### src/rtl/out_img_capture.sv
// Captures CPU data-memory writes that land in the output-image window and
// streams them out as {offset, pixel} pairs through a small fall-through FIFO.
module out_img_capture #(
  parameter logic [31:0] BASE_ADDR  = 32'd262144,
  parameter int          IMG_PIXELS = 65536,
  parameter int          OFF_W      = 16,
  parameter int          FIFO_DEPTH = 16
) (
  input  logic                          CLK,
  input  logic                          RST,
  input  logic                          wr_en_i,
  input  logic [31:0]                   address_i,
  input  logic [31:0]                   data_i,
  input  logic                          clear_i,
  output logic                          pix_valid_o,
  output logic [OFF_W-1:0]              pix_offset_o,
  output logic [7:0]                    pix_data_o,
  input  logic                          pix_ready_i,
  output logic [$clog2(FIFO_DEPTH):0]   fifo_level_o,
  output logic [OFF_W:0]                pixel_count_o,
  output logic                          overflow_o,
  output logic                          done_o
);

  localparam int PTR_W = $clog2(FIFO_DEPTH);
  localparam int ENT_W = OFF_W + 8;
  localparam logic [32:0]      WIN_END  = {1'b0, BASE_ADDR} + 33'(IMG_PIXELS);
  localparam logic [OFF_W:0]   CNT_MAX  = (OFF_W+1)'(IMG_PIXELS);
  localparam logic [PTR_W:0]   LVL_FULL = (PTR_W+1)'(FIFO_DEPTH);
  localparam logic [PTR_W:0]   LVL_ONE  = (PTR_W+1)'(1);
  localparam logic [PTR_W-1:0] PTR_ONE  = PTR_W'(1);
  localparam logic [OFF_W:0]   CNT_ONE  = (OFF_W+1)'(1);

  logic [ENT_W-1:0] mem [FIFO_DEPTH];
  logic [PTR_W-1:0] wr_ptr, rd_ptr, wr_ptr_nxt, rd_ptr_nxt;
  logic [PTR_W:0]   level, level_nxt;
  logic [OFF_W:0]   count, count_nxt;
  logic             overflow, overflow_nxt;
  logic             done, done_nxt;
  logic [ENT_W-1:0] head, last_head, new_entry;
  logic [31:0]      rel_addr;
  logic             hit, empty, full, push, pop;
  logic             unused_bits;

  // Stream handshake: an entry transfers at a rising edge where pix_valid_o
  // and pix_ready_i are both high; the head is held unchanged until then, and
  // pix_valid_o depends only on registered occupancy, never on pix_ready_i.
  always_comb begin
    rel_addr  = address_i - BASE_ADDR;
    hit       = wr_en_i && (address_i >= BASE_ADDR) && ({1'b0, address_i} < WIN_END);
    new_entry = {rel_addr[OFF_W-1:0], data_i[7:0]};
    empty     = (level == '0);
    full      = (level == LVL_FULL);
    pop       = !empty && pix_ready_i && !clear_i;
    // A pop in the same cycle frees the slot, so a full FIFO still accepts.
    push      = hit && (!full || pop) && !clear_i;
  end

  always_comb begin
    wr_ptr_nxt   = wr_ptr;
    rd_ptr_nxt   = rd_ptr;
    level_nxt    = level;
    count_nxt    = count;
    overflow_nxt = overflow;
    if (clear_i) begin
      wr_ptr_nxt   = '0;
      rd_ptr_nxt   = '0;
      level_nxt    = '0;
      count_nxt    = '0;
      overflow_nxt = 1'b0;
    end else begin
      if (push) wr_ptr_nxt = wr_ptr + PTR_ONE;
      if (pop)  rd_ptr_nxt = rd_ptr + PTR_ONE;
      case ({push, pop})
        2'b10:   level_nxt = level + LVL_ONE;
        2'b01:   level_nxt = level - LVL_ONE;
        default: level_nxt = level;
      endcase
      if (push && (count != CNT_MAX)) count_nxt = count + CNT_ONE;
      if (hit && !push)               overflow_nxt = 1'b1;
    end
    done_nxt = (count_nxt == CNT_MAX) && (level_nxt == '0);
  end

  always_ff @(posedge CLK or negedge RST) begin
    if (!RST) begin
      wr_ptr   <= '0;
      rd_ptr   <= '0;
      level    <= '0;
      count    <= '0;
      overflow <= 1'b0;
      done     <= 1'b0;
    end else begin
      wr_ptr   <= wr_ptr_nxt;
      rd_ptr   <= rd_ptr_nxt;
      level    <= level_nxt;
      count    <= count_nxt;
      overflow <= overflow_nxt;
      done     <= done_nxt;
    end
  end

  // Storage needs no reset: nothing is visible until the level says so.
  always_ff @(posedge CLK) begin
    if (push) mem[wr_ptr] <= new_entry;
  end

  // Remembers the last presented head so the outputs hold once drained.
  always_ff @(posedge CLK or negedge RST) begin
    if (!RST)        last_head <= '0;
    else if (!empty) last_head <= head;
  end

  assign head                        = mem[rd_ptr];
  assign pix_valid_o                 = !empty;
  assign {pix_offset_o, pix_data_o}  = empty ? last_head : head;
  assign fifo_level_o                = level;
  assign pixel_count_o               = count;
  assign overflow_o                  = overflow;
  assign done_o                      = done;
  assign unused_bits                 = ^{data_i[31:8], rel_addr[31:OFF_W]};

endmodule

### config.mk
export PLATFORM = sky130hd
export DESIGN_NAME = out_img_capture
export DESIGN_NICKNAME = d
export VERILOG_FILES = /design/src/rtl/out_img_capture.sv
export SDC_FILE = /design/constraint.sdc
export NUM_CORES = 1
export LEC_CHECK = 0
export BUFFER_PORTS_ARGS = -buffer_cell sky130_fd_sc_hd__buf_2
export CORE_MARGIN = 5
export CORE_UTILIZATION = 56
export CTS_CLUSTER_DIAMETER = 100
export DETAILED_ROUTE_END_ITERATION = 16
export PLACE_DENSITY = 0.86
export SETUP_SLACK_MARGIN = 0.3
export SYNTH_ARGS = -nofsm -noshare
export SYNTH_HDL_FRONTEND = slang
export SYNTH_SLANG_ARGS = --single-unit
export TNS_END_PERCENT = 20
### constraint.sdc
create_clock -name CLK -period 4.6 [get_ports CLK]
set_clock_uncertainty 0.15 [all_clocks]
set_input_delay 0.92 -clock CLK [delete_from_list [all_inputs] [get_ports CLK]]
set_output_delay 0.92 -clock CLK [all_outputs]
set_load 0.005 [all_outputs]
==> qor.yml <==
clock_network:
  clock_sinks: 440
  cts_max_path_buffers: 3
  cts_root_buffer: "clkbuf_16"
  htree_num_levels: 2
  clk_latency_ns: 0.55
  post-cts-setup-buffer-count: 0
  cts_made_buffers: 43
  tritoncts: "built"
  clk_pin_slew_ns: 0.06
timing:
  fin_setup_tns_ns: 0
  timing.fmax_mhz: 244
  slew_viol_final: 0
  tightest_slew_ns: 1.05
  finalHoldViolCount: 0
  setup_viol: 0
  fin_crit_ns: 4.10
  final.period_utilization: 0.892
  hold_ws_ns: 0.345
  rsz0062_at_grt: "no"
  maxSlewHeadroom: 0.299
final_layout:
  seqCellArea_mm2: 0.0129
  fin_area_mm2: 0.0200
  syn_to_final_growth_pct: 14.4
  fill_cells: 1970
  utilization: 0.652
  multi_input_comb_area_mm2: 0.00440
  drive_gt1_frac: 0.369
  nNetsFinal: 1051
die:
  die_height_um: 187
  die-area_mm2: 0.0349
  initial_core_util: 0.570
  fp-row-count: 64
  num_io_pins: 118
  dieWidth_um: 187
  coreArea_mm2: 0.0307
routing:
  drtIter0Drc: 993
  vias: 8855
  first_pass_iters: 5
  avgViaCountPerCell: 6.32
  wl_per_cell_um: 28.3
  ant_nets: 0
  drc: 0
  routed_wl_um: 39700
place:
  dp_hpwl_um: 22100
  gp_congestion: 0.805
  place_area_mm2: 0.0187
  portBuffers: 93
worst_setup_path:
  startpoint_type: "flop"
  cp-end-kind: "output pin"
  path_max_fanout: 32
  cp_data_required_time_ns: 3.53
  path_class: "reg2out"
  cp_data_arrival_time_ns: 3.03
yosys:
  ys_types: 55
  synth_top_flop_cell: "edfxtp_1"
  yosysSeqAreaShare: 0.738
  ys_warn_count: 0
  synthCells: 835
  async_reset_ff_frac: 0.127
  syn_area_per_cell_um2: 21.0
  syn-cell-area_mm2: 0.0175
  synth-edff-count: 384
  synth_nets: 916
  ys_seq_elements: 440
global_routing:
  antenna_found_initial: 2
  first_global_vias: 9264
  overflow: 0
  grt_start_max_net_pins: 51
  grtUsageTotal: 0.231
  grt_pass1_wl_um: 60200
run_status:
  status: "completed"
power:
  p_leak_nw: 6.75
  power_density_mw_per_mm2: 383
  ir_drop_mv: 0.330
run:
  max_cap_violations: 0
hold_path:
  worst_hold_path_type: "reg2reg"
-- per-layer routing --
layer | share of wire | track usage | vias to the layer above
li1 | - | - | 3704
met1 | 0.36 | 0.302 | 4561
met2 | 0.53 | 0.400 | 519
met3 | 0.090 | 0.0448 | 71
met4 | 0.027 | 0.0677 | 0
met5 | 0 | 0 | -
-- power breakdown --
group | switching (mW) | internal (mW) | leakage [nW]
Sequential | 0.0000481 | 4.34 | 4.23
Clock | 1.46 | 1.79 | 0.629
Combinational | 0.0707 | 0.0188 | 1.89
Total | 1.53 | 6.15 | 6.75
-- cell usage after synthesis, types with 2 or more instances --
cell type    n  area [µm²]
a21oi_1      7        35.0
a31oi_1      3        18.8
and2_1       4        25.0
and3_1       3        18.8
and4_1       2        17.5
buf_1       12        45.0
buf_2        4        20.0
clkbuf_1    25        93.8
dfrtp_1     56        1400
edfxtp_1   384       11500
ha_1        11         138
inv_1       15        56.3
mux2_2      25         282
mux2i_1      5        50.1
mux4_2     120        2700
nand2_1     13        48.8
nand2b_1     3        18.8
nand3_1     10        50.1
nand4_1      8        50.1
nor2_1      43         161
nor2b_1      7        43.8
nor3_1       8        40.0
nor4_1       4        25.0
nor4_2       2        25.0
nor4_4       2        42.5
nor4b_4      2        47.6
o211ai_1     2        15.0
o21ai_0      3        15.0
o311ai_0     2        17.5
o31ai_1      2        15.0
or3_1        2        12.5
or4_1        2        15.0
xnor2_1      8        70.1
xor2_1      15         131
-- placed cells by master, fill, tap and decap left out, drive strengths merged, types with 4 or more instances in the layout --
cell type	synthesis	layout
ha	11	11
or4	4	4
and2	4	4
buf	18	133
edfxtp	384	384
dfrtp	56	56
nor2b	7	7
nor3	9	9
xnor2	8	8
nor2	43	43
nand2	13	13
nand3	10	10
mux2i	5	5
nor4	8	8
xor2	15	15
clkinv	0	21
mux4	120	120
clkbuf	25	55
a21oi	7	7
mux2	25	25
inv	15	17
o311ai	4	4
nand4	9	9
-- final cells by class --
type	count	area share
Antenna cell	2	0.000250
Clock buffer	55	0.0559
Clock inverter	24	0.00812
Inverter	15	0.00281
Multi-Input combinational cell	337	0.220
Sequential cell	440	0.646
Tap cell	396	0.0247
Timing Repair Buffer	133	0.0426
-- worst max-delay path, cell delays in order, from the launching register on --
cell and delay, ns:
dfrtp_4 0.78, buf_4 0.34, mux4_2 0.37, mux4_2 0.54
mux2_2 0.31, buf_2 0.13
-- state kept, by name, summed over array words and instances (netlist names) --
| name | cells |
|---|---|
| wr_ptr | 4 |
| pixel_count_o | 17 |
| fifo_level_o | 5 |
| done_o | 1 |
| overflow_o | 1 |
| rd_ptr | 4 |
| mem | 384 |
| last_head | 24 |
-- through the flow --
stage / std cells / setup slack (ns) / total power [mW]
floorplan: 835 / 0.387 / 4.44
global placement: 1321 / 0.241 / 4.51
detailed placement: 1321 / 0.224 / 4.51
CTS: 1400 / 0.459 / 7.72
global route: 1402 / 0.318 / 7.91
finish: 1402 / 0.498 / 7.68
-- timing repair --
action,4_1_cts,5_1_grt
endpoints found under the setup margin,0,1
resized for setup,0,1
hold buffers,0,0
endpoints found under the hold margin,0,0
-- logic make-up (layout without fill, tap and decap cells) --
family	Yosys count	in the layout	synth area share
compound gates	26	26	0.0113
simple gates	126	126	0.0433
mux	150	150	0.173
flops	440	440	0.738
xor+xnor	23	23	0.0115
buf+inv	58	227	0.0134
other cells	0	2	0
fa+ha+maj	12	12	0.00900
-- path summary, 6_finish.rpt --
| check | startpoint | end | slack [ns] | cells after the start |
|---|---|---|---|---|
| setup / recovery | rd_ptr[1]$_DFFE_PN0P_ | pix_data_o[5] | 0.50 | 5 |
| hold / removal | last_head[22]$_DFF_PN0_ | last_head[22]$_DFF_PN0_ | 0.34 | 1 |
| setup reg to reg | fifo_level_o[1]$_DFF_PN0_ | done_o$_DFF_PN0_ | 0.54 | 14 |
| hold reg to reg | last_head[22]$_DFF_PN0_ | last_head[22]$_DFF_PN0_ | 0.34 | 1 |
| max in group asynchronous | RST | last_head[0]$_DFF_PN0_ | 2.95 | 2 |
| min in group asynchronous | RST | last_head[3]$_DFF_PN0_ | 0.42 | 1 |
(Power assumes the default switching activity.)
